## config.mk

```make
export PLATFORM = sky130hd
export DESIGN_NAME = fetch_stage
export DESIGN_NICKNAME = d
export VERILOG_FILES = /design/src/rtl/pipe_pkg.sv /design/src/rtl/fetch_stage_ifid_reg.sv /design/src/rtl/fetch_stage.sv
export SDC_FILE = /design/constraint.sdc
export NUM_CORES = 1
export LEC_CHECK = 0
export BUFFER_PORTS_ARGS = -buffer_cell sky130_fd_sc_hd__buf_2
export CAP_MARGIN = 20
export CORE_MARGIN = 10
export CORE_UTILIZATION = 48
export DETAILED_ROUTE_END_ITERATION = 8
export HOLD_SLACK_MARGIN = 0.08
export PLACE_DENSITY = 0.78
export REMOVE_ABC_BUFFERS = 1
export SYNTH_ARGS = -nofsm -noshare
export SYNTH_HDL_FRONTEND = slang
export SYNTH_HIERARCHICAL = 1
export SYNTH_SLANG_ARGS = --single-unit
```

## constraint.sdc

```tcl
create_clock -name clk -period 5.7 [get_ports clk]
set_input_delay 1.14 -clock clk [delete_from_list [all_inputs] [get_ports clk]]
set_output_delay 1.14 -clock clk [all_outputs]
set_load 0.02 [all_outputs]
```

## src/rtl/pipe_pkg.sv

```systemverilog
// Shared types and constants for the 16-bit, 8-register, 5-stage pipeline.
// Used by fetch, decode and the hazard unit.
package pipe_pkg;

  localparam int              WIDTH     = 16;
  localparam logic [15:0]     RESET_PC  = 16'h0000;
  localparam logic [15:0]     NOP_INSTR = 16'h0800;

  typedef enum logic [1:0] {
    RUN    = 2'd0,
    HALTED = 2'd1,
    ERR    = 2'd2
  } fetch_state_e;

  typedef struct packed {
    logic [WIDTH-1:0] instr;
    logic [WIDTH-1:0] pc2;
    logic             valid;
  } ifid_t;

endpackage

```

## src/rtl/fetch_stage_ifid_reg.sv

```systemverilog
// IF/ID pipeline register: load-enable, bubble insertion (bubble wins), async reset.
// A bubble leaves pc2 untouched; only instr and valid carry meaning for a bubble.
module ifid_reg #(
  parameter int               WIDTH     = pipe_pkg::WIDTH,
  parameter logic [WIDTH-1:0] NOP_INSTR = pipe_pkg::NOP_INSTR
) (
  input  logic             clk,
  input  logic             rst,
  input  logic             load,
  input  logic             bubble,
  input  logic [WIDTH-1:0] in_instr,
  input  logic [WIDTH-1:0] in_pc2,
  output logic [WIDTH-1:0] instr_q,
  output logic [WIDTH-1:0] pc2_q,
  output logic             valid_q
);

  logic [WIDTH-1:0] instr_d;
  logic [WIDTH-1:0] pc2_d;
  logic             valid_d;

  // Next-value selection for the IF/ID contents.
  always_comb begin
    instr_d = instr_q;
    pc2_d   = pc2_q;
    valid_d = valid_q;
    if (bubble) begin
      instr_d = NOP_INSTR;
      valid_d = 1'b0;
    end else if (load) begin
      instr_d = in_instr;
      pc2_d   = in_pc2;
      valid_d = 1'b1;
    end else begin
      instr_d = instr_q;
      pc2_d   = pc2_q;
      valid_d = valid_q;
    end
  end

  // IF/ID storage.
  always_ff @(posedge clk or posedge rst) begin
    if (rst) begin
      instr_q <= NOP_INSTR;
      pc2_q   <= {WIDTH{1'b0}};
      valid_q <= 1'b0;
    end else begin
      instr_q <= instr_d;
      pc2_q   <= pc2_d;
      valid_q <= valid_d;
    end
  end

endmodule

```

## src/rtl/fetch_stage.sv

```systemverilog
// Instruction-fetch stage: owns the PC and the RUN/HALTED/ERR fetch FSM,
// feeds the IF/ID register, honours hazard freezes, EX redirects and imem stalls.
module fetch_stage
  import pipe_pkg::fetch_state_e;
  import pipe_pkg::RUN;
  import pipe_pkg::HALTED;
  import pipe_pkg::ERR;
#(
  parameter int               WIDTH     = pipe_pkg::WIDTH,
  parameter logic [WIDTH-1:0] RESET_PC  = pipe_pkg::RESET_PC,
  parameter logic [WIDTH-1:0] NOP_INSTR = pipe_pkg::NOP_INSTR
) (
  input  logic             clk,
  input  logic             rst,
  input  logic             pcWrite,
  input  logic             ifid_write,
  input  logic             flush,
  input  logic [WIDTH-1:0] redirect_pc,
  input  logic             halt_dec,
  input  logic [WIDTH-1:0] imem_instr,
  input  logic             imem_busy,
  output logic [WIDTH-1:0] imem_addr,
  output logic             imem_rd,
  output logic [WIDTH-1:0] ifid_instr,
  output logic [WIDTH-1:0] ifid_pc2,
  output logic             ifid_valid,
  output logic             halted,
  output logic             fetch_err
);

  fetch_state_e     state_q, state_d;
  logic [WIDTH-1:0] pc_q, pc_d;
  logic             halted_q, halted_d;
  logic             err_q, err_d;
  logic             ifid_load_s;
  logic             ifid_bubble_s;
  logic [WIDTH-1:0] pc_plus2_s;

  assign pc_plus2_s = pc_q + WIDTH'(2'd2);
  assign imem_addr  = pc_q;
  assign imem_rd    = (state_q == RUN) && !rst;
  assign halted     = halted_q;
  assign fetch_err  = err_q;

  // Next-state and PC/IF-ID control, evaluated in priority order.
  always_comb begin
    state_d       = state_q;
    pc_d          = pc_q;
    halted_d      = halted_q;
    err_d         = err_q;
    ifid_load_s   = 1'b0;
    ifid_bubble_s = 1'b0;
    case (state_q)
      RUN, HALTED: begin
        if (flush && redirect_pc[0]) begin
          state_d       = ERR;
          err_d         = 1'b1;
          ifid_bubble_s = 1'b1;
        end else if (flush) begin
          // Redirect also cancels a HALT that was fetched on a wrong path.
          state_d       = RUN;
          pc_d          = redirect_pc;
          halted_d      = 1'b0;
          ifid_bubble_s = 1'b1;
        end else if (state_q == RUN) begin
          if (halt_dec && ifid_valid) begin
            state_d       = HALTED;
            halted_d      = 1'b1;
            ifid_bubble_s = 1'b1;
          end else if (!ifid_write) begin
            pc_d = pc_q;
          end else if (imem_busy) begin
            ifid_bubble_s = 1'b1;
          end else begin
            ifid_load_s = 1'b1;
            pc_d        = pcWrite ? pc_plus2_s : pc_q;
          end
        end else begin
          pc_d = pc_q;
        end
      end
      ERR: begin
        state_d = ERR;
      end
      default: begin
        state_d       = ERR;
        err_d         = 1'b1;
        ifid_bubble_s = 1'b1;
      end
    endcase
  end

  // PC, FSM state and sticky status flags.
  always_ff @(posedge clk or posedge rst) begin
    if (rst) begin
      state_q  <= RUN;
      pc_q     <= RESET_PC;
      halted_q <= 1'b0;
      err_q    <= 1'b0;
    end else begin
      state_q  <= state_d;
      pc_q     <= pc_d;
      halted_q <= halted_d;
      err_q    <= err_d;
    end
  end

  ifid_reg #(
    .WIDTH     (WIDTH),
    .NOP_INSTR (NOP_INSTR)
  ) u_ifid_reg (
    .clk      (clk),
    .rst      (rst),
    .load     (ifid_load_s),
    .bubble   (ifid_bubble_s),
    .in_instr (imem_instr),
    .in_pc2   (pc_plus2_s),
    .instr_q  (ifid_instr),
    .pc2_q    (ifid_pc2),
    .valid_q  (ifid_valid)
  );

endmodule

```

==> run summary, run 1 <==
Post-CTS Resized: 0
Via count: 2,141
Fin nets: 376
Layout area overhead: 19.8%
CP arrival: 3.58 ns
First-pass GRT wire length: 10,500 um
Ratio of final minimum period to clock period: 59.4%
Final HPWL DP: 4890 um
Commonest cells after routing, fill and taps aside: buf_2, dfrtp_1, nor2_1
WL/cell: 16.1 um
Required time of the worst setup path: 5.90 ns
DRC: 0
H-tree levels: 2
All-layer global routing usage: 14.2%
Hold WS: 0.513 ns
Io pins: 91
Worst Max-Slew Pin Slew: 0.947 ns
Final Hold Vio Count: 0
Ratio of cells with drive above 1 in the final layout: 38.0%
Reg2reg path depth: 4
PD cells: 259 mW/mm^2
F_max: 0.295 GHz
Max Buffers Root-to-Sink: 2
RSZ-0062 raised after global routing: no
Skew-Pair Late Insertion Delay: 0.30 ns
Synth cell types: 53
DRT iter0 DRCs: 159
EDFF count, synth: 0
CP startpoint: flush
Post-synth ARST share: 100%
Crit-path max FO: 41
Initial Util: 50.0%
R2R Path Start: state_q[1]$_DFFE_PP0P_
Slew Viols, Final: 0
Startpoint Class: input pin
Main synth FF type: dfrtp_1
Final WL: 6580 um
Yosys warnings: 6
Vias per inst: 5.23
Met2 Usage GRT: 21.0%
Ant diodes: 0
ANT nets after route: 0
Avg Cell Area, Syn: 10.9 um^2
Post-synthesis sequential area ratio: 48.0%
Met1 Use GR: 18.4%
Grt ovf: 0
Slew HR: 36.8%
Hold Crit Class: reg -> reg
Maxcap violations: 0
Die area: 0.00920 mm^2
IO buf count: 90
Root Buffer Master: clkbuf_8
Hold depth: 1
Most common cell after layout, fill and taps aside: buf_2
Final setup fails: 0
Mapped Area: 0.00277 mm^2
Worst setup path class: in -> reg
Row cnt: 27
RR Endpoint: u_ifid_reg/pc2_q[3]$_DFFE_PP0P_
DRT Pass-1 Iters: 4
Initial antenna violation count: 0
P_leak: 1.65 nW
Max VDD drop: 0.146 mV
Die H: 95.9 um
Flop-to-flop setup slack: 2.99 ns
Worst Hold Launch: u_ifid_reg/pc2_q[8]$_DFFE_PP0P_
CTS Sinks: 53
Final Skew: 0.00440 ns
GRT met3 Usage: 5.53%
End of the critical path: u_ifid_reg/pc2_q[3]$_DFFE_PP0P_
CTS buffer count: 5
Core footprint: 0.00554 mm^2
CTS tree: done
Clk slew on worst S/H paths: 0.09 ns
Post-CTS setup buffer count: 0
Outcome: finished clean
Min cycle time layout: 3.39 ns
Number of fill cells: 471
Number of global-route vias before repair: 2,108
Maximum number of pins on one net before global-route repair: 42
GRT busiest layer: met2
Die X: 95.9 um
Flops & latches, synth: 53
RD Place Congestion: 0.781
Post-Synthesis Cells: 254
Hold buffers post-CTS: 0
Worst setup EP type: register
Final setup TNS: 0 ns
report_power, final:
part	internal (W)	switching [W]	leakage (nW)
logic	0.0000767	0.000111	0.923
registers	0.000411	0.0000460	0.676
clock network	0.0000896	0.000126	0.0487
kinds of logic (layout without fill, tap and decap cells):
family | count (synthesis) | after routing | synth area share [%]
and+or+nand+nor | 80 | 80 | 16.4
DFF | 53 | 53 | 48.0
AOI/OAI and AO/OA | 50 | 50 | 12.3
muxes | 32 | 32 | 13.7
buffers and inverters | 25 | 108 | 5.15
xor gates and xnor gates | 13 | 13 | 4.11
adders and majority gates | 1 | 1 | 0.452
per-layer routing:
metal	vias up	wire length, um
met5	-	0
met4	0	80
met3	6	699
met2	78	2840
met1	992	2950
li1	1065	-
critical path, cell delays in order:
cell and delay [ns]:
buf_2 0.33, nor2_1 0.17, and4_1 0.84, nor2b_4 0.68, mux2_2 0.40
per-stage QoR:
stage | util, % | setup slack (ns) | instances | cell area [um^2] | power [W]
after global placement | 58.2 | 2.06 | 401 | 3220 | 0.000650
final | 59.9 | 2.31 | 409 | 3320 | 0.000860
after CTS | 59.9 | 2.31 | 409 | 3320 | 0.000871
after floorplan | - | 2.41 | 236 | 2650 | 0.000575
after detailed placement | 58.2 | 1.97 | 401 | 3220 | 0.000654
after global routing | 59.9 | 2.12 | 409 | 3320 | 0.000911
cell usage after synthesis (3+ instances only):
cell type,instances,area share (%)
xnor2_1,5,1.6
xor2_1,8,2.5
buf_4,3,0.81
dfrtp_1,52,47
mux2_4,10,5.4
a31oi_1,4,0.90
nand2_1,19,2.6
o221ai_1,3,0.95
mux2_2,6,2.4
nand3_1,3,0.54
nor4_1,4,0.90
clkbuf_1,6,0.81
buf_2,5,0.90
o21ai_0,10,1.8
a21oi_1,10,1.8
mux2i_1,16,5.8
nor2_1,30,4.1
nor3_1,6,1.1
a22oi_1,3,0.81
inv_1,6,0.81
worst min-delay path by stage:
stage	end	slack, ns
2_1_floorplan	state_q[0]$_DFFE_PP0P_	0.55
3_3_place_gp	fetch_err$_DFFE_PP0P_	0.45
3_5_place_dp	u_ifid_reg/pc2_q[2]$_DFFE_PP0P_	0.49
4_1_cts	u_ifid_reg/pc2_q[8]$_DFFE_PP0P_	0.52
5_1_grt	u_ifid_reg/pc2_q[10]$_DFFE_PP0P_	0.54
6_report	u_ifid_reg/pc2_q[8]$_DFFE_PP0P_	0.51
final cells by class:
cell class,count,area [um^2],area share [%]
Clock buffer,5,68.8,2.07
Clock inverter,3,26.3,0.792
Inverter,7,26.3,0.792
Multi-Input combinational cell,176,1310,39.3
Sequential cell,53,1330,40.0
Tap cell,72,90.1,2.72
Timing Repair Buffer,93,473,14.3
registers in the layout, indices dropped and copies added, names as in the netlist:
name	flops
u_ifid_reg/valid_q	1
fetch_err	1
u_ifid_reg/pc2_q	16
u_ifid_reg/instr_q	16
halted	1
state_q	2
imem_addr	16
(Power assumes the default switching activity.)
==> inputs of run 2 (changes only) <==
Settings changed: CORE_UTILIZATION 48 to 46, PLACE_DENSITY 0.78 to 0.79.
Clock period 5.7 ns to 2.9 ns, I/O delays scaled along.
==> run 2 against run 1 <==
  * Via count rose by 3.6%
  * Combinational power grew 98%
  * Cell count grew 1.2%
  * Critical endpoint is now u_ifid_reg/pc2_q[15]$_DFFE_PP0P_
  * Sequential share of layout area fell by 0.48 points
  * Sequential cell count did not move
  * Wire length grew 4.4%
  * Register-to-register slack got worse by 2.2 ns
  * Non-clock buffer count rose by 2
  * Worst hold slack worse by 0.14 ns
  * Clock power rose by 140%
  * Sequential power grew 96%
  * Highest routed layer unchanged
==> run summary, run 2 (synthesized netlist as in run 1, its figures left out) <==
Inst Count DP: 406 (was 401)
Vias per inst: 5.36 (was 5.23)
Grt ovf: 0 (unchanged)
Die H: 97.6 um (was 95.9 um)
Die area: 0.00952 mm^2 (was 0.00920 mm^2)
Number of global-route vias before repair: 2,287 (was 2,108)
Crit-path max FO: 10 (was 41)
Flop-to-flop setup slack: 0.84 ns (was 2.99 ns)
P_leak: 1.67 nW (was 1.65 nW)
Maximum number of pins on one net before global-route repair: 36 (was 42)
Final Hold Vio Count: 0 (unchanged)
DRT iter0 DRCs: 141 (was 159)
Overall power: 0.00179 W (was 0.000860 W)
Most common cell after layout, fill and taps aside: buf_2 (unchanged)
Final HPWL DP: 5140 um (was 4890 um)
Die X: 97.6 um (was 95.9 um)
Io pins: 91 (unchanged)
Ratio of final minimum period to clock period: 71.1%
Row cnt: 28 (was 27)
Clk slew on worst S/H paths: 0.09 ns (about the same)
Outcome: finished clean (unchanged)
CP startpoint: imem_addr[1]$_DFFE_PP0P_ (was flush)
PD cells: 532 mW/mm^2 (was 259 mW/mm^2)
Final Skew: 0.0103 ns (was 0.00440 ns)
Reg2reg path depth: 5 (was 4)
Min cycle time layout: 2.06 ns
Non-filler instance count after layout: 414 (was 409)
Hold WS: 0.371 ns (was 0.513 ns)
Maxcap violations: 0 (unchanged)
RD Place Congestion: 0.808 (was 0.781)
F_max: 0.485 GHz
ANT nets after route: 0 (unchanged)
CP arrival: 2.26 ns (was 3.58 ns)
H-tree levels: 2 (unchanged)
Post-CTS setup buffer count: 0 (unchanged)
Ratio of cells with drive above 1 in the final layout: 38.1% (was 38.0%)
R2R Path Start: imem_addr[1]$_DFFE_PP0P_ (was state_q[1]$_DFFE_PP0P_)
Util after Layout: 57.0% (was 59.9%)
Critical-path cell list: ha_1, nand3_4, nor4_1, xor2_1, mux2_4 (was buf_2, nor2_1, and4_1, nor2b_4, mux2_2)
DRC: 0 (unchanged)
IO buf count: 90 (unchanged)
Core footprint: 0.00589 mm^2 (was 0.00554 mm^2)
Skew-Pair Late Insertion Delay: 0.30 ns (about the same)
First-pass GRT wire length: 11,600 um (was 10,500 um)
Root Buffer Master: clkbuf_8 (unchanged)
Worst setup EP type: register (unchanged)
Max VDD drop: 0.408 mV (was 0.146 mV)
Ant diodes: 0 (unchanged)
Slew Viols, Final: 0 (unchanged)
Slew HR: 42.5% (was 36.8%)
Via count: 2,218 (was 2,141)
DRT Pass-1 Iters: 4 (unchanged)
WL/cell: 16.6 um (was 16.1 um)
CTS Sinks: 53 (unchanged)
Layout area overhead: 21.3% (was 19.8%)
Worst Max-Slew Pin Slew: 0.862 ns (was 0.947 ns)
Max Buffers Root-to-Sink: 2 (unchanged)
Worst setup path class: reg -> reg (was in -> reg)
RR Endpoint: u_ifid_reg/pc2_q[15]$_DFFE_PP0P_ (was u_ifid_reg/pc2_q[3]$_DFFE_PP0P_)
Hold buffers post-CTS: 0 (unchanged)
CP peak stage delay: 0.54 ns (was 0.84 ns)
Slowest cell on the critical path: nor4_1 (was and4_1)
CTS tree: done (unchanged)
Fin nets: 378 (was 376)
Commonest cells after routing, fill and taps aside: buf_2, dfrtp_1, nor2_1 (unchanged)
Startpoint Class: register (was input pin)
Number of fill cells: 503 (was 471)
Required time of the worst setup path: 3.10 ns (was 5.90 ns)
CTS buffer count: 5 (unchanged)
Final setup fails: 0 (unchanged)
RSZ-0062 raised after global routing: no (unchanged)
End of the critical path: u_ifid_reg/pc2_q[15]$_DFFE_PP0P_ (was u_ifid_reg/pc2_q[3]$_DFFE_PP0P_)
Initial antenna violation count: 0 (unchanged)
Initial Util: 47.0% (was 50.0%)
Post-CTS Resized: 0 (unchanged)
Hold Crit Class: in -> async (was reg -> reg)
All-layer global routing usage: 14.4% (was 14.2%)
Final WL: 6870 um (was 6580 um)
Final setup TNS: 0 ns (unchanged)
-- run 2: cell count changes in the layout (fill, tap and decap cells not counted) --
cell and delta:
buf_4 +2, bufinv_16 +1, clkbuf_1 +1, clkbuf_8 +1
clkinv_4 -2, inv_6 -1
-- run 2: power breakdown --
part / leakage, nW / switching, W / internal, W
Combinational: 0.933 / 0.000221 / 0.000152
Clock: 0.0585 / 0.000234 / 0.000282
Sequential: 0.676 / 0.0000909 / 0.000808
-- run 2: worst min path at each step --
stage,slack [ns],end,cells past startpoint,start
4_1_cts,0.39,u_ifid_reg/pc2_q[1]$_DFFE_PP0P_,3,rst
5_1_grt,0.42,u_ifid_reg/pc2_q[14]$_DFFE_PP0P_,3,rst
3_5_place_dp,0.48,fetch_err$_DFFE_PP0P_,2,fetch_err$_DFFE_PP0P_
6_report,0.37,u_ifid_reg/pc2_q[6]$_DFFE_PP0P_,3,rst
2_1_floorplan,0.54,fetch_err$_DFFE_PP0P_,1,rst
3_3_place_gp,0.46,fetch_err$_DFFE_PP0P_,2,fetch_err$_DFFE_PP0P_
-- run 2: final cells by class --
class | instances | area, um^2 | share of cell area (%)
clock buffer | 7 | 86.3 | 2.57
clock inverter | 1 | 30.0 | 0.895
inverter | 7 | 26.3 | 0.783
multi-input combinational | 176 | 1310 | 38.9
sequential | 53 | 1330 | 39.5
tap | 75 | 93.8 | 2.80
timing repair buffer | 95 | 488 | 14.5
-- run 2: worst max-delay path, delay by kind of cell (launching register included) --
kind                     cells  cell delay, ns
flip-flops                   1            0.51
XOR/XNOR                     1            0.12
AND/OR/NAND/NOR              2            0.73
adder cells (fa/ha/maj)      1            0.32
multiplexers                 1            0.27
-- run 2: stage by stage --
step	setup slack, ns	instance area (um^2)
2_1_floorplan	0.169	2650
3_3_place_gp	0.781	3240
3_5_place_dp	0.644	3240
4_1_cts	0.826	3360
5_1_grt	0.736	3360
6_report	0.839	3360
-- run 2: routing by layer --
layer  vias to the layer above  global-route usage, %  share of wire, %
met5                         -                      0                 0
met4                         0                   4.03               1.5
met3                         7                   4.69               6.9
met2                        76                   23.1                47
met1                      1059                   18.1                44
li1                       1076                      -                 -
